[src/rtl/mult_div_unit.sv]
// mult_div_unit
// Sequential signed multiply/divide unit for the multicycle MIPS datapath.
// One bit is processed per clock: shift-add multiply (LSB first) and
// restoring divide (MSB first) on operand magnitudes. Signs are fixed
// up in a final cycle. HI/LO are architectural state held here.
//
// Ports:
//   clk        rising-edge clock
//   reset      asynchronous, active-high
//   start_mult begin a * b (sampled in IDLE only, wins over start_div)
//   start_div  begin a / b (sampled in IDLE only)
//   a, b       operands, sampled on the start edge
//   hi, lo     HI/LO registers (product upper/lower, or remainder/quotient)
//   busy       operation in progress
//   done       one-cycle pulse when a result is written or a divide aborts
//   div_zero   one-cycle pulse with done for a divide by zero
//
// state | meaning
// IDLE  | waiting for start_mult / start_div
// CALC  | one multiply or divide iteration per clock, WIDTH iterations
// FIX   | sign correction and HI/LO write, done pulses next cycle
module mult_div_unit #(
  parameter int WIDTH = 32
) (
  input  logic             clk,
  input  logic             reset,
  input  logic             start_mult,
  input  logic             start_div,
  input  logic [WIDTH-1:0] a,
  input  logic [WIDTH-1:0] b,
  output logic [WIDTH-1:0] hi,
  output logic [WIDTH-1:0] lo,
  output logic             busy,
  output logic             done,
  output logic             div_zero
);

  localparam int CW = $clog2(WIDTH) + 1;

  typedef enum logic [1:0] {IDLE, CALC, FIX} state_t;

  state_t state, state_nxt;

  logic [CW-1:0]      cnt;
  logic               op_div;
  logic               neg_q;     // result (product or quotient) negative
  logic               neg_r;     // dividend negative -> remainder negative
  logic [WIDTH-1:0]   opb;       // multiplicand or divisor magnitude
  logic [WIDTH-1:0]   opq;       // multiplier (shifts right) or dividend/quotient (shifts left)
  logic [2*WIDTH-1:0] acc;       // product register
  logic [WIDTH-1:0]   rem;       // partial remainder, always < divisor

  logic               go_mult, go_div, go_dz, last_iter;
  logic [WIDTH-1:0]   mag_a, mag_b;
  logic [WIDTH:0]     add_sum, rem_shift, rem_diff;
  logic [2*WIDTH-1:0] prod_fix;
  logic [WIDTH-1:0]   quot_fix, rem_fix;

  // Unsigned negate gives |-2^(WIDTH-1)| = 2^(WIDTH-1) correctly.
  assign mag_a = a[WIDTH-1] ? -a : a;
  assign mag_b = b[WIDTH-1] ? -b : b;

  assign add_sum   = {1'b0, acc[2*WIDTH-1:WIDTH]} + {1'b0, (opq[0] ? opb : '0)};
  assign rem_shift = {rem, opq[WIDTH-1]};
  // Since rem < divisor, rem_diff[WIDTH] is exactly the borrow of the trial subtract.
  assign rem_diff  = rem_shift - {1'b0, opb};

  assign prod_fix = neg_q ? -acc : acc;
  assign quot_fix = neg_q ? -opq : opq;
  assign rem_fix  = neg_r ? -rem : rem;

  always_comb begin
    go_mult   = start_mult;
    go_div    = start_div & ~start_mult & (b != '0);
    go_dz     = start_div & ~start_mult & (b == '0);
    last_iter = (cnt == CW'(WIDTH - 1));
    state_nxt = state;
    case (state)
      IDLE:    if (go_mult || go_div) state_nxt = CALC;
      CALC:    if (last_iter) state_nxt = FIX;
      FIX:     state_nxt = IDLE;
      default: state_nxt = IDLE;
    endcase
  end

  always_ff @(posedge clk or posedge reset) begin
    if (reset) begin
      state <= IDLE;
    end else begin
      state <= state_nxt;
    end
  end

  always_ff @(posedge clk or posedge reset) begin
    if (reset) begin
      cnt      <= '0;
      op_div   <= 1'b0;
      neg_q    <= 1'b0;
      neg_r    <= 1'b0;
      opb      <= '0;
      opq      <= '0;
      acc      <= '0;
      rem      <= '0;
      hi       <= '0;
      lo       <= '0;
      busy     <= 1'b0;
      done     <= 1'b0;
      div_zero <= 1'b0;
    end else begin
      done     <= 1'b0;
      div_zero <= 1'b0;
      case (state)
        IDLE: begin
          if (go_mult || go_div) begin
            op_div <= go_div;
            opb    <= mag_b;
            opq    <= mag_a;
            neg_q  <= a[WIDTH-1] ^ b[WIDTH-1];
            neg_r  <= a[WIDTH-1];
            acc    <= '0;
            rem    <= '0;
            cnt    <= '0;
            busy   <= 1'b1;
          end else if (go_dz) begin
            done     <= 1'b1;
            div_zero <= 1'b1;
          end
        end
        CALC: begin
          cnt <= cnt + CW'(1);
          if (op_div) begin
            if (!rem_diff[WIDTH]) begin
              rem <= rem_diff[WIDTH-1:0];
              opq <= {opq[WIDTH-2:0], 1'b1};
            end else begin
              rem <= rem_shift[WIDTH-1:0];
              opq <= {opq[WIDTH-2:0], 1'b0};
            end
          end else begin
            acc <= {add_sum, acc[WIDTH-1:1]};
            opq <= {1'b0, opq[WIDTH-1:1]};
          end
        end
        FIX: begin
          busy <= 1'b0;
          done <= 1'b1;
          if (op_div) begin
            lo <= quot_fix;
            hi <= rem_fix;
          end else begin
            hi <= prod_fix[2*WIDTH-1:WIDTH];
            lo <= prod_fix[WIDTH-1:0];
          end
        end
        default: ;
      endcase
    end
  end

endmodule

[config.mk]
export PLATFORM = sky130hd
export DESIGN_NAME = mult_div_unit
export DESIGN_NICKNAME = d
export VERILOG_FILES = /design/src/rtl/mult_div_unit.sv
export SDC_FILE = /design/constraint.sdc
export NUM_CORES = 1
export LEC_CHECK = 0
export CAP_MARGIN = 10
export CORE_AREA = 4 4 245 247
export DETAILED_ROUTE_END_ITERATION = 16
export DIE_AREA = 0 0 249 251
export PLACE_DENSITY = 0.54
export SYNTH_ARGS = -nofsm -noshare
export SYNTH_HDL_FRONTEND = slang
export SYNTH_SLANG_ARGS = --single-unit
[constraint.sdc]
create_clock -name clk -period 11.1 [get_ports clk]
set_input_delay 2.22 -clock clk [delete_from_list [all_inputs] [get_ports clk]]
set_output_delay 2.22 -clock clk [all_outputs]
set_load 0.01 [all_outputs]
**Word-level counts from Yosys, hierarchy flattened**

Index checks and enable logic that the tools add are counted.

- Flip-flop bits (word level): 238
- Bits in latches: 0
- RAM bits: 0
- Bits in read-only memories: 0
- Input bits: 68
- Output and inout bits: 67
- Word-level logic and storage cells: 76
- Memories: 0

- $add $sub $neg: 8
- Multiply operators: 0
- Divide/modulo/power cells: 0
- Order comparisons: 0
- Eq/ne operators: 7
- Shifts and indexed selects: 0
- Multiplexer cells: 30
- Bitwise operators: 5
- Reduce and logical (&&, ||, !) cells: 12

Operators by type and width:

| cell | count |
|---|---|
| $mux W32 | 12 |
| $mux W64 | 3 |
| $neg A32 Y32 | 4 |
| $pmux W32 S2 | 2 |
| $pmux W64 S2 | 1 |
| $neg A64 Y64 | 1 |
| $add A32 B32 Y33 | 1 |
| $sub A33 B32 Y33 | 1 |
| $logic_not A32 Y1 | 1 |
| $reduce_bool A32 Y1 | 1 |
| $pmux W6 S2 | 1 |
| $ne A2 B2 Y1 const B | 4 |
| $reduce_and A2 Y1 | 4 |
| $add A6 B1 Y6 const B | 1 |
| $eq A6 B5 Y1 const B | 1 |
| $mux W6 | 1 |
| $reduce_and A3 Y1 | 2 |
| $mux W1 | 5 |
| $mux W2 | 2 |
| $pmux W1 S2 | 2 |
| $pmux W2 S2 | 1 |
| $reduce_bool A2 Y1 | 2 |
| $and A1 B1 Y1 | 3 |
| $eq A2 B1 Y1 const B | 1 |
| other kinds (5) | 5 |

**Longest topological paths before layout**

- Word-level depth: 6
- Gate-level depth with buffers: 14
- Gate-level depth less buffers: 14

**Worst setup path before layout**

OpenSTA, ideal clock, no wires.

- Kind: input to register
- From: input b[6]
- To: register state[0]
- Library setup time: 135 ps
- Data arrival time: 5061 ps
- Data required time: 10965 ps
- Path slack: 5904 ps
- Stages on the path: 12
- Buffers on the path: 3
- Cell sequence: or4_1 > nor3_1 > nand2b_1 > or3_1 > or4_1 > clkbuf_1 > nor3_1 > nor2_1 > a21oi_2 > clkbuf_1 > buf_2 > o21ai_0

- Word-level cells in the longest chain between the ends: 5

Ends and longest elaborated chain:

| what | line | source |
|---|---|---|
| start: declaration | 30 | `input logic [WIDTH-1:0] b,` |
| $reduce_bool A32 Y1 | 74 | `go_div = start_div & ~start_mult & (b != '0);` |
| $and A1 B1 Y1 | 74 |  |
| $logic_or A1 B1 Y1 | 79 | `IDLE: if (go_mult \|\| go_div) state_nxt = CALC;` |
| $ne A2 B2 Y1 (no source line) | - |  |
| $reduce_and A2 Y1 (no source line) | - |  |
| end signal: assignment | 90 | `state <= state_nxt;` |
| end: declaration | 42 | `state_t state, state_nxt;` |

Every way passes these cells.
A chain may end at the register's enable or synchronous reset.

**Worst setup path in the final report**

- From: input b[6]
- To: register cnt[3]

- Word-level cells in the longest chain between the ends: 5

Ends and longest elaborated chain:

| what | line | source |
|---|---|---|
| $reduce_bool A32 Y1 | 74 |  |
| $and A1 B1 Y1 | 74 |  |
| $logic_or A1 B1 Y1 | 114 | `if (go_mult \|\| go_div) begin` |
| $ne A2 B2 Y1 (no source line) | - |  |
| $reduce_and A2 Y1 (no source line) | - |  |
| end signal: assignment | 130 | `cnt <= cnt + CW'(1);` |
| end: declaration | 44 | `logic [CW-1:0] cnt;` |

Every way passes these cells.

==> summary by stage <==
Status
The flow ran to the end, and the final reports show no timing, DRC or antenna violations.

Cells and area
The count of fill cells added during filler insertion is around 5,900. The number of nets in the layout is around 2,300. The layout cell share with drive strength beyond 1 is ~4.6%. The library cells used most frequently in the layout, excluding fill and tap cells, are 330 x sky130_fd_sc_hd__o21ai_0, 313 x sky130_fd_sc_hd__nand2_1, 236 x sky130_fd_sc_hd__dfrtp_1.

Leaving out fill and tap cells, the most frequent cell in the layout is sky130_fd_sc_hd__o21ai_0. The final instance count without filler cells is around 2,900. The number of antenna diodes is 0.

The area growth from synthesis to layout is 17.4%. The finished cells cover slightly above 0.02 mm².

Drt
The detailed router finished its first iteration with approximately 1,100 violations. The number of vias in the routed layout is 15,461. For this block, the routed nets add up to approximately 53,000 µm of wire. The count of nets left with antenna violations once routing finished came out at 0.

For this run, design rule violations remaining after detail routing come to 0. In the final routed layout, each cell accounts on average for between 15 and 20 µm. The detailed-router iteration count before antenna repair is 7. After detailed routing, the number of vias per cell comes to about 5.2.

Synth
The synthesized netlist occupies a cell area of around 0.017 mm². The area share of the leading cell type in the synthesized netlist is roughly a third. Yosys attributes the largest share of cell area to sky130_fd_sc_hd__dfrtp_1 35%, sky130_fd_sc_hd__o21ai_0 9.6%, sky130_fd_sc_hd__nand2_1 6.8%, sky130_fd_sc_hd__xnor2_1 5.8%, sky130_fd_sc_hd__xor2_1 5.8%. The post-synthesis net count is around 2,200. Yosys mapped a number of flops with a built-in enable equal to 0. The post-synthesis area per instance is between 8 and 9 µm². The count of cell types in the netlist is between 60 and 70. The fraction of synthesis flops using an asynchronous set or reset pin is 100%. The synthesis-stage register bit count is around 240. In the synthesized netlist the dominant register cell turns out to be sky130_fd_sc_hd__dfrtp_1. The number of warnings printed during yosys synthesis is 0.

Counting every instance in the synthesized netlist gives roughly 2,100. The cell type contributing the most total cell area after synthesis is sky130_fd_sc_hd__dfrtp_1. The sequential share of the synthesized area is around 35%.

Worst setup path
Walking the worst path, the cells encountered are clkdlybuf4s50_1, or4_1, nor3_1, nand2b_1, or3_1, or4_1, nor3_1, o21ai_4, buf_4, buf_4, nor2_1, o21ai_0, o31ai_1. The data arrival time of the critical path is about 6.5 ns. The kind of end point of the critical path is a flop. Together, buffers and inverters on the worst path number 3. The sort of element at the start of the critical path is a primary input. The category of the critical setup timing path is primary input to flop. The slowest stage of the critical path belongs to the cell sky130_fd_sc_hd__or4_1. STA puts the critical path data required time at roughly 12 ns. Of all nets on the critical path, the largest fanout is 90. The critical path's top delay family is simple AND/OR/NAND/NOR gates. The stage delay of the slowest cell on the critical path is around 0.60 ns.

Timing
The maximum clock frequency is around 0.17 GHz. The final cycle utilization of the critical path is a little over half. Setup repair after global routing left no endpoint under its margin. Measured against its own limit, the worst slew margin works out to 16.6%. At the pin with the least slew margin, the transition time is 1.25 ns. The hold violation total from the final report is 0.

For the final routed database, the setup TNS stands at 0 ns. The number of endpoints failing setup at the final stage is 0. The number of pins exceeding their max-slew limit in the final report is 0.

The final critical delay including setup and external delays is roughly 6 ns. The worst clock skew is roughly 0.021 ns.

Placement
Input and output buffers added on the ports amount to ~130. The post-detailed-placement cell area is 0.0192 mm². After legalization and detailed placement, the total HPWL measured 38,600 µm.

The cell count after placement is 2,892. The routability-driven placement congestion ratio is 0.892.

Clocking
Hold repair after CTS inserted 0 buffers. The clock passes through at most 3 buffers. The total number of H-tree levels is 1. The buffer count from post-CTS setup fixing is 0.

TritonCTS built the clock tree. The root buffer selected by CTS is sky130_fd_sc_hd__clkbuf_16. The CTS buffer count is 31. The clock transition at the registers of the reported paths is around 0.06 ns. At the later pin of the worst-skew pair, clock insertion delay measures approximately 0.58 ns. In this run, post-CTS repair resized a total of 0 instances. The clock net in this run drives a total of about 240 sinks.

GRT
The number of antenna violations at the first check in global routing was 0. Entering global routing, the biggest net connects between 100 and 150 pins. The leftover overflow at the end of global routing is 0.

The number of global-route vias before repair is 15,111. The global-route wire length before repair is about 85,000 µm. The global router's overall resource usage is 16.4%.

Die
The die covers 0.0625 mm². The die is ~250 µm wide. The number of placed I/O pins is approximately 140. In this run the core area contains a little under 90 standard-cell rows. The effective utilization at floorplan is 30.0%. The die span in y is between 200 and 300 µm. The floorplan step defined a core boundary enclosing 0.0576 mm².

Pwr
The power density of the placed cells is 309 mW/mm². For this design the static power due to leakage is 8.37 nW. VDD sags by at most around 0.17 mV.

Run
Across the run, the number of max-cap violations was 0.

Hold path
The path class of the lowest-slack min-delay path is flop to flop.
-- path summary, 6_finish.rpt --
| kind | endpoint | cells past startpoint | from | slack (ns) |
|---|---|---|---|---|
| hold / removal | lo[4] | 2 | lo[4] | 0.48 |
| max in group asynchronous | acc[58] | 3 | reset | 7.39 |
| min in group asynchronous | lo[2] | 2 | reset | 2.19 |
| setup reg to reg | rem[1] | 14 | opq[31] | 6.46 |
| setup / recovery | cnt[3] | 13 | b[6] | 5.09 |
| hold reg to reg | lo[4] | 2 | lo[4] | 0.48 |
-- metrics by stage --
step / total power, W / setup slack [ns] / hold slack (ns) / utilization [%]
2_1_floorplan: 0.00425 / 2.35 / 0.450 / -
3_3_place_gp: 0.00515 / 4.53 / 0.462 / 33.4
3_5_place_dp: 0.00522 / 4.44 / 0.472 / 33.4
4_1_cts: 0.00627 / 5.05 / 0.485 / 35.2
5_1_grt: 0.00681 / 4.66 / 0.500 / 35.2
6_report: 0.00626 / 5.09 / 0.477 / 35.2
-- worst register-to-register path: stages, from the launching register on --
cell and delay (ns):
sky130_fd_sc_hd__dfrtp_1 0.38, sky130_fd_sc_hd__inv_1 0.15, sky130_fd_sc_hd__ha_1 0.25, sky130_fd_sc_hd__fa_1 0.38, sky130_fd_sc_hd__nand2b_1 0.19, sky130_fd_sc_hd__a21oi_1 0.26, sky130_fd_sc_hd__o221a_2 0.28, sky130_fd_sc_hd__o31ai_1 0.09
sky130_fd_sc_hd__a21oi_1 0.29, sky130_fd_sc_hd__a31oi_1 0.22, sky130_fd_sc_hd__o41ai_1 0.82, sky130_fd_sc_hd__xor2_4 0.16, sky130_fd_sc_hd__buf_4 0.50, sky130_fd_sc_hd__mux2_2 0.45, sky130_fd_sc_hd__o21ai_0 0.14
-- registers in the layout (all words and copies together), names as in the netlist, 2 cells and up --
name,flops
opb,32
acc,64
cnt,6
opq,32
state,2
hi,32
lo,32
rem,32
-- cell type report --
type                            instances  area [µm²]  area share [%]
Clock buffer                           39         836            4.12
Clock inverter                         15         190           0.939
Inverter                               69         267            1.32
Multi-Input combinational cell       1673       10600            52.3
Sequential cell                       238        5960            29.4
Tap cell                              765         957            4.72
Timing Repair Buffer                  148        1450            7.17
-- Yosys cell counts (4+ instances only) --
master / instances
sky130_fd_sc_hd__ha_1: 70
sky130_fd_sc_hd__nor2b_1: 11
sky130_fd_sc_hd__nand2b_1: 19
sky130_fd_sc_hd__xor2_1: 114
sky130_fd_sc_hd__and3_1: 7
sky130_fd_sc_hd__o21bai_1: 6
sky130_fd_sc_hd__nand2_1: 313
sky130_fd_sc_hd__a211oi_1: 5
sky130_fd_sc_hd__o311ai_0: 5
sky130_fd_sc_hd__mux2i_1: 64
sky130_fd_sc_hd__buf_2: 4
sky130_fd_sc_hd__nor4_1: 12
sky130_fd_sc_hd__o22ai_1: 4
sky130_fd_sc_hd__or3_1: 32
sky130_fd_sc_hd__o221ai_1: 10
sky130_fd_sc_hd__o21ai_0: 330
sky130_fd_sc_hd__nand4_1: 11
sky130_fd_sc_hd__inv_1: 69
sky130_fd_sc_hd__nor2_1: 99
sky130_fd_sc_hd__o21a_1: 8
sky130_fd_sc_hd__nand3_1: 70
sky130_fd_sc_hd__buf_1: 4
sky130_fd_sc_hd__xnor2_1: 115
sky130_fd_sc_hd__clkbuf_1: 116
sky130_fd_sc_hd__a31oi_1: 13
sky130_fd_sc_hd__nand3b_1: 7
sky130_fd_sc_hd__a21oi_1: 89
sky130_fd_sc_hd__o31ai_1: 63
sky130_fd_sc_hd__or4_1: 31
sky130_fd_sc_hd__nor3_1: 16
sky130_fd_sc_hd__and2_1: 5
sky130_fd_sc_hd__o41ai_1: 25
sky130_fd_sc_hd__dfrtp_1: 238
sky130_fd_sc_hd__a21o_1: 23
sky130_fd_sc_hd__or2_2: 13
sky130_fd_sc_hd__o211ai_1: 37
-- report_power, final --
part           switching (W)  total [W]  leakage (nW)  internal [W]
logic                0.00214    0.00361          5.01       0.00147
clock network       0.000401    0.00102         0.504      0.000622
registers           0.000463    0.00162          2.86       0.00116
-- layer usage --
metal	vias up	part of all wire (%)	wire length, µm	track usage (%)
li1	7607	-	-	-
met1	7437	48	25400	23.7
met2	370	46	24300	27.0
met3	47	4.5	2390	1.80
met4	0	1.7	900	2.92
met5	-	0	0	0
-- cells by family (layout without fill, tap and decap cells) --
family / count (synthesis) / after routing / share of synthesized area (%)
compound gates: 642 / 642 / 22.2
buf+inv: 197 / 271 / 4.41
flops: 238 / 238 / 34.5
mux: 66 / 66 / 3.91
simple gates: 664 / 664 / 18.0
fa+ha+maj: 72 / 72 / 5.31
xor+xnor: 229 / 229 / 11.6
Note: power is estimated with default switching activity, not from simulation.
